$ cat config.mk
export PLATFORM = sky130hd
export DESIGN_NAME = reflet_periph_arbiter
export DESIGN_NICKNAME = d
export VERILOG_FILES = /design/src/rtl/reflet_periph_arbiter_pkg.sv /design/src/rtl/reflet_rr_burst_pick.sv /design/src/rtl/reflet_periph_arbiter.sv
export SDC_FILE = /design/constraint.sdc
export NUM_CORES = 1
export LEC_CHECK = 0
export ABC_AREA = 1
export CORE_UTILIZATION = 25
export DETAILED_ROUTE_END_ITERATION = 8
export PLACE_DENSITY = 0.7
export SYNTH_ARGS = -nofsm -noshare
export SYNTH_HDL_FRONTEND = slang
export SYNTH_SLANG_ARGS = --single-unit
$ cat constraint.sdc
create_clock -name clk -period 2.7 [get_ports clk]
set_input_delay 0.54 -clock clk [delete_from_list [all_inputs] [get_ports clk]]
set_output_delay 0.54 -clock clk [all_outputs]
set_load 0.02 [all_outputs]
$ cat src/rtl/reflet_periph_arbiter_pkg.sv
// Shared encodings for the peripheral bus arbiter.
package reflet_periph_arbiter_pkg;

    // 2'd3 is never entered; the FSM maps it back to ST_IDLE.
    typedef enum logic [1:0] {
        ST_IDLE   = 2'd0,
        ST_ACCESS = 2'd1,
        ST_ACK    = 2'd2
    } state_t;

    localparam logic M0 = 1'b0;
    localparam logic M1 = 1'b1;

    function automatic int cnt_width(input int mb);
        return $clog2(mb + 1);
    endfunction

endpackage

$ cat src/rtl/reflet_rr_burst_pick.sv
// Round-robin pick between two masters with a bounded burst length.
module reflet_rr_burst_pick
    import reflet_periph_arbiter_pkg::*;
#(
    parameter int CW = 3
) (
    input  logic [1:0]    req,
    input  logic          last_owner,
    input  logic [CW-1:0] burst_cnt,
    input  logic [CW-1:0] max_burst,
    output logic          grant_valid,
    output logic          grant_id,
    output logic          same_owner
);

    logic keep;

    always_comb begin
        // burst_cnt==0 only right after reset: nobody owns a burst yet,
        // so a tie goes to the master that is not last_owner (m0).
        keep        = (burst_cnt != '0) && (burst_cnt < max_burst);
        grant_valid = |req;
        case (req)
            2'b01:   grant_id = M0;
            2'b10:   grant_id = M1;
            2'b11:   grant_id = keep ? last_owner : ~last_owner;
            default: grant_id = M0;
        endcase
        same_owner = grant_valid && (grant_id == last_owner);
    end

endmodule

$ cat src/rtl/reflet_periph_arbiter.sv
// Two-master arbiter for the memory-mapped peripheral register bus.
module reflet_periph_arbiter
    import reflet_periph_arbiter_pkg::*;
#(
    parameter int wordsize       = 16,
    parameter int base_addr_size = 16,
    parameter int max_burst      = 4
) (
    input  logic                      clk,
    input  logic                      reset,
    input  logic                      m0_req,
    input  logic                      m1_req,
    input  logic [base_addr_size-1:0] m0_addr,
    input  logic [base_addr_size-1:0] m1_addr,
    input  logic [wordsize-1:0]       m0_din,
    input  logic [wordsize-1:0]       m1_din,
    input  logic                      m0_we,
    input  logic                      m1_we,
    output logic [wordsize-1:0]       m0_dout,
    output logic [wordsize-1:0]       m1_dout,
    output logic                      m0_ready,
    output logic                      m1_ready,
    output logic                      periph_enable,
    output logic [base_addr_size-1:0] periph_addr,
    output logic [wordsize-1:0]       periph_din,
    output logic                      periph_we,
    input  logic [wordsize-1:0]       periph_dout
);

    localparam int CW = cnt_width(max_burst);
    localparam logic [CW-1:0] MAX_CNT = CW'(max_burst);

    state_t        state, state_nx;
    logic          owner, owner_nx;
    logic          last_owner;
    logic [CW-1:0] burst_cnt, burst_nx;

    logic grant_valid;
    logic grant_id;
    logic same_owner;

    reflet_rr_burst_pick #(
        .CW (CW)
    ) u_pick (
        .req         ({m1_req, m0_req}),
        .last_owner  (last_owner),
        .burst_cnt   (burst_cnt),
        .max_burst   (MAX_CNT),
        .grant_valid (grant_valid),
        .grant_id    (grant_id),
        .same_owner  (same_owner)
    );

    always_comb begin
        state_nx = state;
        owner_nx = owner;
        burst_nx = burst_cnt;
        case (state)
            ST_IDLE: begin
                if (grant_valid) begin
                    state_nx = ST_ACCESS;
                    owner_nx = grant_id;
                    if (!same_owner)
                        burst_nx = CW'(1);
                    else if (burst_cnt != MAX_CNT)
                        burst_nx = burst_cnt + CW'(1);
                end
            end
            ST_ACCESS: state_nx = ST_ACK;
            default:   state_nx = ST_IDLE;
        endcase
    end

    // Bus side is gated to zero outside ACCESS so the OR-combined
    // peripheral bus sees nothing while idle.
    always_comb begin
        periph_enable = (state == ST_ACCESS);
        periph_addr   = '0;
        periph_din    = '0;
        periph_we     = 1'b0;
        if (periph_enable) begin
            periph_addr = (owner == M1) ? m1_addr : m0_addr;
            periph_din  = (owner == M1) ? m1_din  : m0_din;
            periph_we   = (owner == M1) ? m1_we   : m0_we;
        end
        m0_ready = (state == ST_ACK) && (owner == M0);
        m1_ready = (state == ST_ACK) && (owner == M1);
    end

    always_ff @(posedge clk or posedge reset) begin
        if (reset) begin
            state      <= ST_IDLE;
            owner      <= M0;
            last_owner <= M1;
            burst_cnt  <= '0;
            m0_dout    <= '0;
            m1_dout    <= '0;
        end else begin
            state     <= state_nx;
            owner     <= owner_nx;
            burst_cnt <= burst_nx;
            if (state == ST_ACCESS) begin
                last_owner <= owner;
                if (owner == M1)
                    m1_dout <= periph_dout;
                else
                    m0_dout <= periph_dout;
            end
        end
    end

endmodule

==> results of run 1 <==
[per-stage QoR]
step           cell area [um2]  total power, uW
2_1_floorplan             2140             2500
3_3_place_gp              3750             3560
3_5_place_dp              3750             3610
4_1_cts                   3830             4010
5_1_grt                   3830             4260
6_report                  3830             3950
[cell usage in the layout, fill, tap and decap left out, types with 2 or more instances in the layout]
cell type,netlist,routed
nor2_4,2,2
dfrtp_1,38,38
clkbuf_8,0,5
o21ai_2,16,16
nor2_1,4,4
ha_1,2,2
o21ai_1,5,5
o21ai_0,14,14
inv_2,3,2
nor3_1,2,2
o211ai_1,2,2
a21oi_1,34,34
clkdlybuf4s50_1,0,153
buf_4,1,4
inv_1,25,25
nand3_1,6,6
nand2_1,110,110
[state kept, by name, summed over array words and instances, names as in the netlist]
register and count:
last_owner 1, m1_dout 16, burst_cnt 3, owner 1, state 2, m0_dout 16
[worst min-delay path, delay by kind of cell, from the launching register on]
| family | cells | cell delay, ns |
|---|---|---|
| flip-flops | 1 | 0.34 |
| AO/OA/AOI/OAI | 1 | 0.05 |
| AND/OR/NAND/NOR | 1 | 0.06 |
[metal layers]
metal  vias to the layer above  share of wire  GRT usage
met5                         -              0          0
met2                        74           0.51      0.256
met4                         0         0.0087     0.0379
met1                      1045           0.41      0.168
li1                       1191              -          -
met3                         6          0.078     0.0386
[area by class of cell]
type,count,share of cell area
Clock buffer,6,0.0189
Clock inverter,2,0.00326
Inverter,29,0.0290
Multi-Input combinational cell,200,0.252
Sequential cell,39,0.255
Tap cell,105,0.0343
Timing Repair Buffer,157,0.407
[worst max-delay path by stage]
stage	from	to	slack [ns]	depth (start not counted)
after floorplan	owner	m1_ready	0.81	4
after global placement	m1_addr[15]	periph_addr[15]	0.27	4
after detailed placement	m1_addr[15]	periph_addr[15]	0.27	4
after CTS	state[0]	periph_addr[15]	0.03	5
after global routing	owner	periph_addr[15]	0.02	5
final	owner	periph_addr[15]	0.16	5
[kinds of logic after synthesis]
family | count (synthesis) | synth area share
and+or+nand+nor | 126 | 0.239
AOI/OAI and AO/OA | 71 | 0.196
buffers and inverters | 45 | 0.0933
DFF | 39 | 0.456
adders and majority gates | 2 | 0.0117
xor gates and xnor gates | 1 | 0.00408
[power by group]
part / total (uW) / switching, uW / internal, uW
logic: 2520 / 1410 / 1120
registers: 1050 / 182 / 870
clock network: 375 / 194 / 180
total: 3950 / 1780 / 2170
==> reports/results.tsv, run 1 <==
stage	metric	value	unit
outcome	status	completed	
worst_setup_path	crit_path_start_kind	flip-flop	
die	start_util	0.260	
routing	num_vias	2316	
worst_setup_path	path_class	flip-flop to output pin	
finish	fin_nets	520	
worst_setup_path	setup.worst_path.end_class	output pin	
routing	via_per_inst	4.30	
timing	finalClockSkew	0.00435	ns
die	io_pins	154	
synthesis	synth-seq-cells	39	
worst_setup_path	r2r_slack	0.92	ns
finish	seq_area	977	um2
timing	fmax	393	MHz
worst_setup_path	reg2reg_to	m0_dout[12]	
die	die_area	0.00895	mm2
clock_tree	post-cts-setup-buffers	0	
synthesis	ys.flop_type	dfrtp_1	
synthesis	syn-instance-count	284	
finish	multiInputGateArea	967	um2
timing	maxSlewHeadroom	0.534	
synthesis	ys_seq_area_frac	0.456	
clock_tree	cts.hold.buffers_added	0	
pwr	p_leak	0.00169	uW
clock_tree	cts_root_buffer	clkbuf_8	
synthesis	synth_area	0.00214	mm2
worst_setup_path	max_stage_delay	0.64	ns
synthesis	yosys_warnings	0	
worst_setup_path	slowest_stage	clkdlybuf4s50_1	
worst_setup_path	crit_path_max_fanout	35	
timing	hold_viol_final	0	
timing	timing.hold.ws	0.484	ns
grt	grt_max_degree	40	
place	io_buffers	153	
grt	grt_pass1_wl	10.2	mm
die	die_h	94.6	um
place	dp_cells	530	
worst_setup_path	crit_buf_inv	3	
die	core-area	0.00826	mm2
timing	drv_slew	0	
pwr	peakVddDrop	0.000618	V
synthesis	yosysTopAreaCell	dfrtp_1	
pwr	power_density	1030	mW/mm2
synthesis	synth.avg_cell_area	7.55	um2
clock_tree	cts_tree	yes	
die	chipWidth	94.6	um
finish	fin_util	0.464	
worst_setup_path	arrival	2.00	ns
synthesis	synth.most_common_cell	nand2_1	
finish	syn_to_final_growth	78.8	%
clock_tree	clock-sinks	39	
clock_tree	clk_pin_slew	0.07	ns
finish	fillers	802	
grt	grt_pass1_vias	2256	
place	gp_congestion	0.779	
worst_setup_path	path_cells	clkinv_1, buf_4, nand2_1, a21oi_1, clkdlybuf4s50_1	
clock_tree	clk_path_buf_depth	2	
die	rows	33	
finish	fin_cells	538	
synthesis	postSynth.asyncResetShare	1.00	
finish	drive_gt1_frac	0.0808	
clock_tree	htreeDepth	2	
timing	post-route-min-period	2.54	ns
worst_hold_path	hold_depth	2	
grt	gr-total-overflow	0	
clock_tree	cts_buffers	5	
synthesis	synth-edff-count	0	
timing	tightest_slew	0.698	ns
synthesis	syn_nets	372	
timing	finalSetupViolations	0	
grt	antenna_found_initial	0	
routing	firstDrtPassIters	4	
grt	track_usage	0.143	
worst_setup_path	crit_required	2.16	ns
synthesis	yosysTopAreaCellShare	0.443	
timing	grt_setup_unrepaired	no	
worst_setup_path	reg2reg_depth	7	
worst_setup_path	cp_top_family	buffers and inverters	
clock_tree	cts-resized-gates	0	
routing	initialDrtViolationCount	60	
worst_hold_path	hold_class	flip-flop to flip-flop	
clock_tree	clk_latency	0.28	ns
timing	setup_ws	0.156	ns
synthesis	synth.top_cells.by_count	110 x nand2_1, 38 x dfrtp_1, 34 x a21oi_1	
synthesis	netlist-cell-type-count	23	
finish	diodes	0	
place	dp_hpwl	4.96	mm
flow_run	drv_cap	0	
place	place_ws	0.269	ns
routing	drc	0	
routing	wl_per_cell	12.3	um
routing	wl	6.64	mm
worst_setup_path	r2r-start	state[0]	
worst_hold_path	holdPathEnd	m0_dout[10]	
worst_hold_path	hp-start	m0_dout[10]	
timing	post-route-period-util	0.942	
synthesis	synth_area_leaders	dfrtp_1 44%, nand2_1 19%, a21oi_1 7.9%	
timing	finalSetupTns	0	ns
routing	postRouteAntennaNets	0	
Note: power is estimated with default switching activity, not from simulation.
==> run 2, diff against run 1 <==
Settings changed: GPL_TIMING_DRIVEN from default to 0.
==> run 2 against run 1 <==
Sequential share of layout area is 0.66 points lower. Cell area is 2.8% higher. Flip-flop and latch count stayed put. Via count is 4.6% higher. Sequential power hardly changed. Routed wire length is 10% higher. Clock power is 3% higher. Power is 2.5% higher. Register-to-register slack better by 0.31 ns. Hold slack better by 0.0075 ns. Critical endpoint is now periph_addr[12]. Largest cell class unchanged. Largest power group unchanged.
==> reports/results.tsv, run 2 (same netlist as run 1, synthesis figures left out) <==
stage	metric	value	unit	change
worst_setup_path	path_cells	nor2_4, inv_2, clkbuf_2, a21oi_1, clkdlybuf4s50_1		
pwr	power_density	1030	mW/mm2	-0.24%
die	io_pins	154		unchanged
grt	antenna_found_initial	0		unchanged
clock_tree	post-cts-setup-buffers	0		unchanged
pwr	swShare	0.457		+0.00541
worst_setup_path	crit_buf_inv	3		unchanged
routing	drc	0		unchanged
grt	gr-total-overflow	0		unchanged
die	chipWidth	94.6	um	unchanged
routing	wl_per_cell	13.3	um	+7.7%
die	start_util	0.260		unchanged
pwr	p_int	2200	uW	+1.5%
clock_tree	clk_path_buf_depth	2		unchanged
pwr	seqPwrFrac	0.260		-0.006
finish	drive_gt1_frac	0.108		+0.0270
worst_setup_path	cp_top_family	buffers and inverters		
clock_tree	htreeDepth	2		unchanged
timing	hold_viol_final	0		unchanged
grt	grt_pass1_vias	2257		+0.044%
pwr	pwr-share-comb	0.645		+0.006
clock_tree	cts_buffers	5		unchanged
pwr	total_power	4050	uW	+2.5%
die	die_area	0.00895	mm2	unchanged
routing	num_vias	2422		+4.6%
timing	tightest_slew	0.806	ns	+0.108 ns
finish	layout_commonest_cell	clkdlybuf4s50_1		
worst_setup_path	path_class	flip-flop to output pin		
worst_setup_path	slowest_stage	clkdlybuf4s50_1		
routing	postRouteAntennaNets	0		unchanged
timing	finalSetupViolations	0		unchanged
worst_setup_path	setup.worst_path.end_class	output pin		
routing	initialDrtViolationCount	68		+13%
worst_setup_path	arrival	2.04	ns	+0.04 ns
worst_setup_path	crit_path_start_kind	flip-flop		
finish	layout_common_cells	130 x clkdlybuf4s50_1, 110 x nand2_1, 37 x dfrtp_1, 34 x a21oi_1, 24 x inv_1		
die	core-area	0.00826	mm2	unchanged
die	die_h	94.6	um	unchanged
place	io_buffers	153		unchanged
timing	finalClockSkew	0.00802	ns	+0.00367 ns
clock_tree	clk_pin_slew	0.08	ns	about the same
grt	grt_max_degree	40		unchanged
worst_setup_path	crit_path_max_fanout	10		-71%
routing	wl	7.31	mm	+10%
timing	fmax	388	MHz	-1.4%
routing	firstDrtPassIters	4		unchanged
finish	diodes	0		unchanged
pwr	clkPwrFrac	0.095		about the same
timing	post-route-min-period	2.58	ns	+0.0354 ns
pwr	p_sw	1850	uW	+3.8%
outcome	status	completed		
pwr	peakVddDrop	0.000516	V	-17%
pwr	p_leak	0.00203	uW	+20%
grt	grt_pass1_wl	11.0	mm	+7.4%
clock_tree	cts_tree	yes		
die	rows	33		unchanged
clock_tree	clk_latency	0.29	ns	about the same
timing	maxSlewHeadroom	0.462		-0.0722
finish	fin_nets	532		+2.3%
clock_tree	cts_root_buffer	clkbuf_8		
routing	via_per_inst	4.40		+2.3%
clock_tree	clock-sinks	39		unchanged
place	gp_congestion	0.749		-3.8%
timing	grt_setup_unrepaired	no		
worst_setup_path	crit_required	2.16	ns	about the same
worst_hold_path	hold_class	flip-flop to flip-flop		
finish	syn_to_final_growth	83.7	%	
place	dp_hpwl	5.66	mm	+14%
timing	drv_slew	0		unchanged
finish	largestRegisters	m0_dout: 16 flops, m1_dout: 16 flops, burst_cnt: 3 flops		
timing	post-route-period-util	0.956		+0.0131
grt	track_usage	0.157		+0.0131
timing	finalSetupTns	0	ns	unchanged
worst_setup_path	max_stage_delay	0.62	ns	-0.02 ns
flow_run	drv_cap	0		unchanged
-- run 2: path summary, 6_finish.rpt --
check | start | endpoint | slack [ns] | cells past startpoint
max in group asynchronous | reset | state[0] | 1.42 | 2
setup reg to reg | burst_cnt[0] | burst_cnt[1] | 1.23 | 8
min in group asynchronous | reset | m1_dout[11] | 0.73 | 2
hold / removal | m0_dout[7] | m0_dout[7] | 0.49 | 2
setup / recovery | state[1] | periph_addr[12] | 0.12 | 5
hold reg to reg | m0_dout[7] | m0_dout[7] | 0.49 | 2
-- run 2: metrics by stage --
| step | setup WS [ns] | cells | hold slack, ns | util | cell area (um2) |
|---|---|---|---|---|---|
| 6_report | 0.120 | 550 | 0.491 | 0.477 | 3940 |
| 5_1_grt | 0.00439 | 550 | 0.508 | 0.477 | 3940 |
| 4_1_cts | 0.0000335 | 550 | 0.492 | 0.471 | 3890 |
| 3_5_place_dp | 0.196 | 542 | 0.473 | 0.461 | 3810 |
| 3_3_place_gp | 0.227 | 542 | 0.468 | 0.461 | 3810 |
| 2_1_floorplan | 0.807 | 284 | 0.496 | - | 2140 |
-- run 2: cell type report --
| cell class | count | area, um2 |
|---|---|---|
| Buffer | 16 | 98.8 |
| Clock buffer | 6 | 72.6 |
| Clock inverter | 2 | 12.5 |
| Fill cell | 823 | 4320 |
| Inverter | 29 | 113 |
| Multi-Input combinational cell | 200 | 967 |
| Sequential cell | 39 | 978 |
| Tap cell | 105 | 131 |
| Timing Repair Buffer | 153 | 1570 |
-- run 2: timing repair --
item | CTS | global route
setup endpoints to repair | 29 | 22
gates resized for setup | 9 | 26
hold buffers | 0 | 0
cloned | 0 | 0
-- run 2: power groups by stage --
stage               logic [uW]  clock network (uW)  registers [uW]
finish                    2610                 385            1050
global route              2840                 416            1090
CTS                       2660                 392            1050
detailed placement        2670                   0            1060
global placement          2620                   0            1050
floorplan                 1180                   0            1320
-- run 2: worst register-to-register path, cell delays in order (launching register included) --
cell and delay, ns:
dfrtp_1 0.39, inv_1 0.06, ha_1 0.20, nor2_1 0.21, o211ai_1 0.14, nand3_1 0.17, nand2_1 0.09, nand2_1 0.07
nand2_1 0.05
-- run 2: layer usage --
layer,up-vias,global-route usage,share of wire
met1,1112,0.188,0.39
li1,1221,-,-
met2,83,0.279,0.52
met5,-,0,0
met3,6,0.0467,0.081
met4,0,0.0240,0.0067
==> run 3, diff against run 2 <==
Settings changed: CTS_BUF_LIST from default to sky130_fd_sc_hd__clkbuf_8.
==> run 3 against run 2 <==
Clock-buffer cell count is 1 lower. Hold slack unchanged. Worst setup slack is the same. Sequential share of layout area unchanged. Critical path depth unchanged. Routed wire length unchanged. Core utilization did not move. Final cell count is the same. Critical endpoint unchanged. Largest cell class unchanged. Largest power group unchanged.
==> reports/results.tsv, run 3 (same netlist as run 1, synthesis figures left out) <==
stage	metric	value	unit	change
outcome	status	completed		
grt	grt_pass1_vias	2257		unchanged
place	io_buffers	153		unchanged
worst_setup_path	path_cells	nor2_4, inv_2, clkbuf_2, a21oi_1, clkdlybuf4s50_1		
worst_setup_path	crit_required	2.16	ns	about the same
routing	via_per_inst	4.40		unchanged
routing	wl_met3	591	um	unchanged
timing	grt_setup_unrepaired	no		
die	die_area	0.00895	mm2	unchanged
finish	drive_gt1_frac	0.108		unchanged
routing	wl_per_cell	13.3	um	unchanged
die	core-area	0.00826	mm2	unchanged
routing	wl	7.31	mm	unchanged
routing	num_vias	2422		unchanged
routing	wl_met2	3.80	mm	unchanged
pwr	pwr-share-comb	0.646		about the same
pwr	clkPwrFrac	0.094		about the same
pwr	p_leak	0.00204	uW	+0.20%
grt	grt_pass1_wl	11.0	mm	unchanged
clock_tree	clk_latency	0.29	ns	about the same
routing	drc	0		unchanged
grt	antenna_found_initial	0		unchanged
worst_setup_path	max_stage_delay	0.62	ns	about the same
timing	post-route-min-period	2.58	ns	unchanged
routing	met1Wirelength	2.87	mm	unchanged
timing	fmax	388	MHz	unchanged
place	placed_cell_area	0.00381	mm2	unchanged
clock_tree	clk_pin_slew	0.08	ns	about the same
timing	finalSetupTns	0	ns	unchanged
finish	layout_common_cells	130 x clkdlybuf4s50_1, 110 x nand2_1, 37 x dfrtp_1, 34 x a21oi_1, 25 x inv_1		
worst_setup_path	setup.worst_path.end_class	output pin		
place	gp_congestion	0.749		unchanged
clock_tree	cts_root_buffer	clkbuf_8		
die	start_util	0.260		unchanged
timing	post-route-period-util	0.956		unchanged
worst_hold_path	hold_class	flip-flop to flip-flop		
die	rows	33		unchanged
worst_setup_path	r2r-start	burst_cnt[0]		
timing	drv_slew	0		unchanged
clock_tree	htreeDepth	2		unchanged
worst_setup_path	arrival	2.04	ns	about the same
worst_setup_path	crit_start	state[1]		
timing	maxSlewHeadroom	0.462		unchanged
grt	gr-total-overflow	0		unchanged
routing	initialDrtViolationCount	69		+1.5%
finish	largestRegisters	m0_dout: 16 flops, m1_dout: 16 flops, burst_cnt: 3 flops		
timing	finalSetupViolations	0		unchanged
timing	finalClockSkew	0.00802	ns	unchanged
worst_setup_path	crit_buf_inv	3		unchanged
worst_setup_path	crit_path_max_fanout	10		unchanged
die	chipWidth	94.6	um	unchanged
pwr	p_int	2200	uW	-0.17%
pwr	swShare	0.457		+0.000471
finish	syn_to_final_growth	83.7	%	unchanged
pwr	seqPwrFrac	0.260		about the same
finish	stdcell_area	0.00394	mm2	unchanged
grt	track_usage	0.157		unchanged
pwr	peakVddDrop	0.000516	V	about the same
timing	setup_ws	0.120	ns	unchanged
flow_run	drv_cap	0		unchanged
grt	grt_max_degree	40		unchanged
die	die_h	94.6	um	unchanged
routing	firstDrtPassIters	4		unchanged
clock_tree	clock-sinks	39		unchanged
routing	postRouteAntennaNets	0		unchanged
clock_tree	cts_buffers	5		unchanged
clock_tree	cts_tree	yes		
place	place_ws	0.196	ns	unchanged
worst_setup_path	path_class	flip-flop to output pin		
pwr	p_sw	1850	uW	about the same
finish	fin_nets	532		unchanged
pwr	power_density	1030	mW/mm2	about the same
worst_hold_path	hp-start	m0_dout[7]		
timing	tightest_slew	0.806	ns	unchanged
finish	diodes	0		unchanged
worst_setup_path	crit_path_start_kind	flip-flop		
die	io_pins	154		unchanged
worst_setup_path	slowest_stage	clkdlybuf4s50_1		
clock_tree	clk_path_buf_depth	2		unchanged
place	dp_hpwl	5.66	mm	unchanged
timing	hold_viol_final	0		unchanged
finish	layout_commonest_cell	clkdlybuf4s50_1		
routing	top_layer_used	met4		
worst_setup_path	cp_top_family	buffers and inverters		
run 3: cell types whose count changed in the layout (fill, tap and decap cells not counted), sizes merged:
cell    delta
clkbuf     -1
inv        +1
run 3: tightest hold or removal path, delay by kind of cell, from the launching register on:
| kind | cells | cell delay [ns] |
|---|---|---|
| AO/OA/AOI/OAI | 1 | 0.05 |
| flip-flops | 1 | 0.35 |
| AND/OR/NAND/NOR | 1 | 0.06 |
run 3: through the flow:
stage / std cells / hold slack, ns / utilization / total power (uW)
2_1_floorplan: 284 / 0.496 / - / 2500
3_3_place_gp: 542 / 0.468 / 0.461 / 3670
3_5_place_dp: 542 / 0.473 / 0.461 / 3730
4_1_cts: 550 / 0.492 / 0.471 / 4100
5_1_grt: 550 / 0.508 / 0.477 / 4350
6_report: 550 / 0.491 / 0.477 / 4050
run 3: power by group through the flow:
stage / clock (uW) / sequential [uW] / combinational (uW)
global placement: 0 / 1050 / 2620
global route: 413 / 1090 / 2840
finish: 382 / 1050 / 2610
detailed placement: 0 / 1060 / 2670
floorplan: 0 / 1320 / 1180
CTS: 388 / 1050 / 2660
run 3: path summary, 6_finish.rpt:
path                       slack (ns)  cells after the start               to
setup / recovery                 0.12                      5  periph_addr[12]
min in group asynchronous        0.73                      2      m1_dout[11]
hold reg to reg                  0.49                      2       m0_dout[7]
hold / removal                   0.49                      2       m0_dout[7]
setup reg to reg                 1.23                      8     burst_cnt[1]
max in group asynchronous        1.42                      2         state[0]
run 3: repair_timing:
item	CTS	global route
buffers inserted	0	0
gates resized for setup	9	26
endpoints found under the setup margin	29	22
hold buffers	0	0
run 3: per-layer routing:
metal  global-route usage  vias to the layer above
met2                0.279                       83
li1                     -                     1221
met4               0.0240                        0
met3               0.0467                        6
met5                    0                        -
met1                0.188                     1112
run 3: final cells by class:
type	instances	area, um2
buffer	16	98.8
clock buffer	5	68.8
clock inverter	3	16.3
fill	823	4320
inverter	29	113
multi-input combinational	200	967
sequential	39	978
tap	105	131
timing repair buffer	153	1570
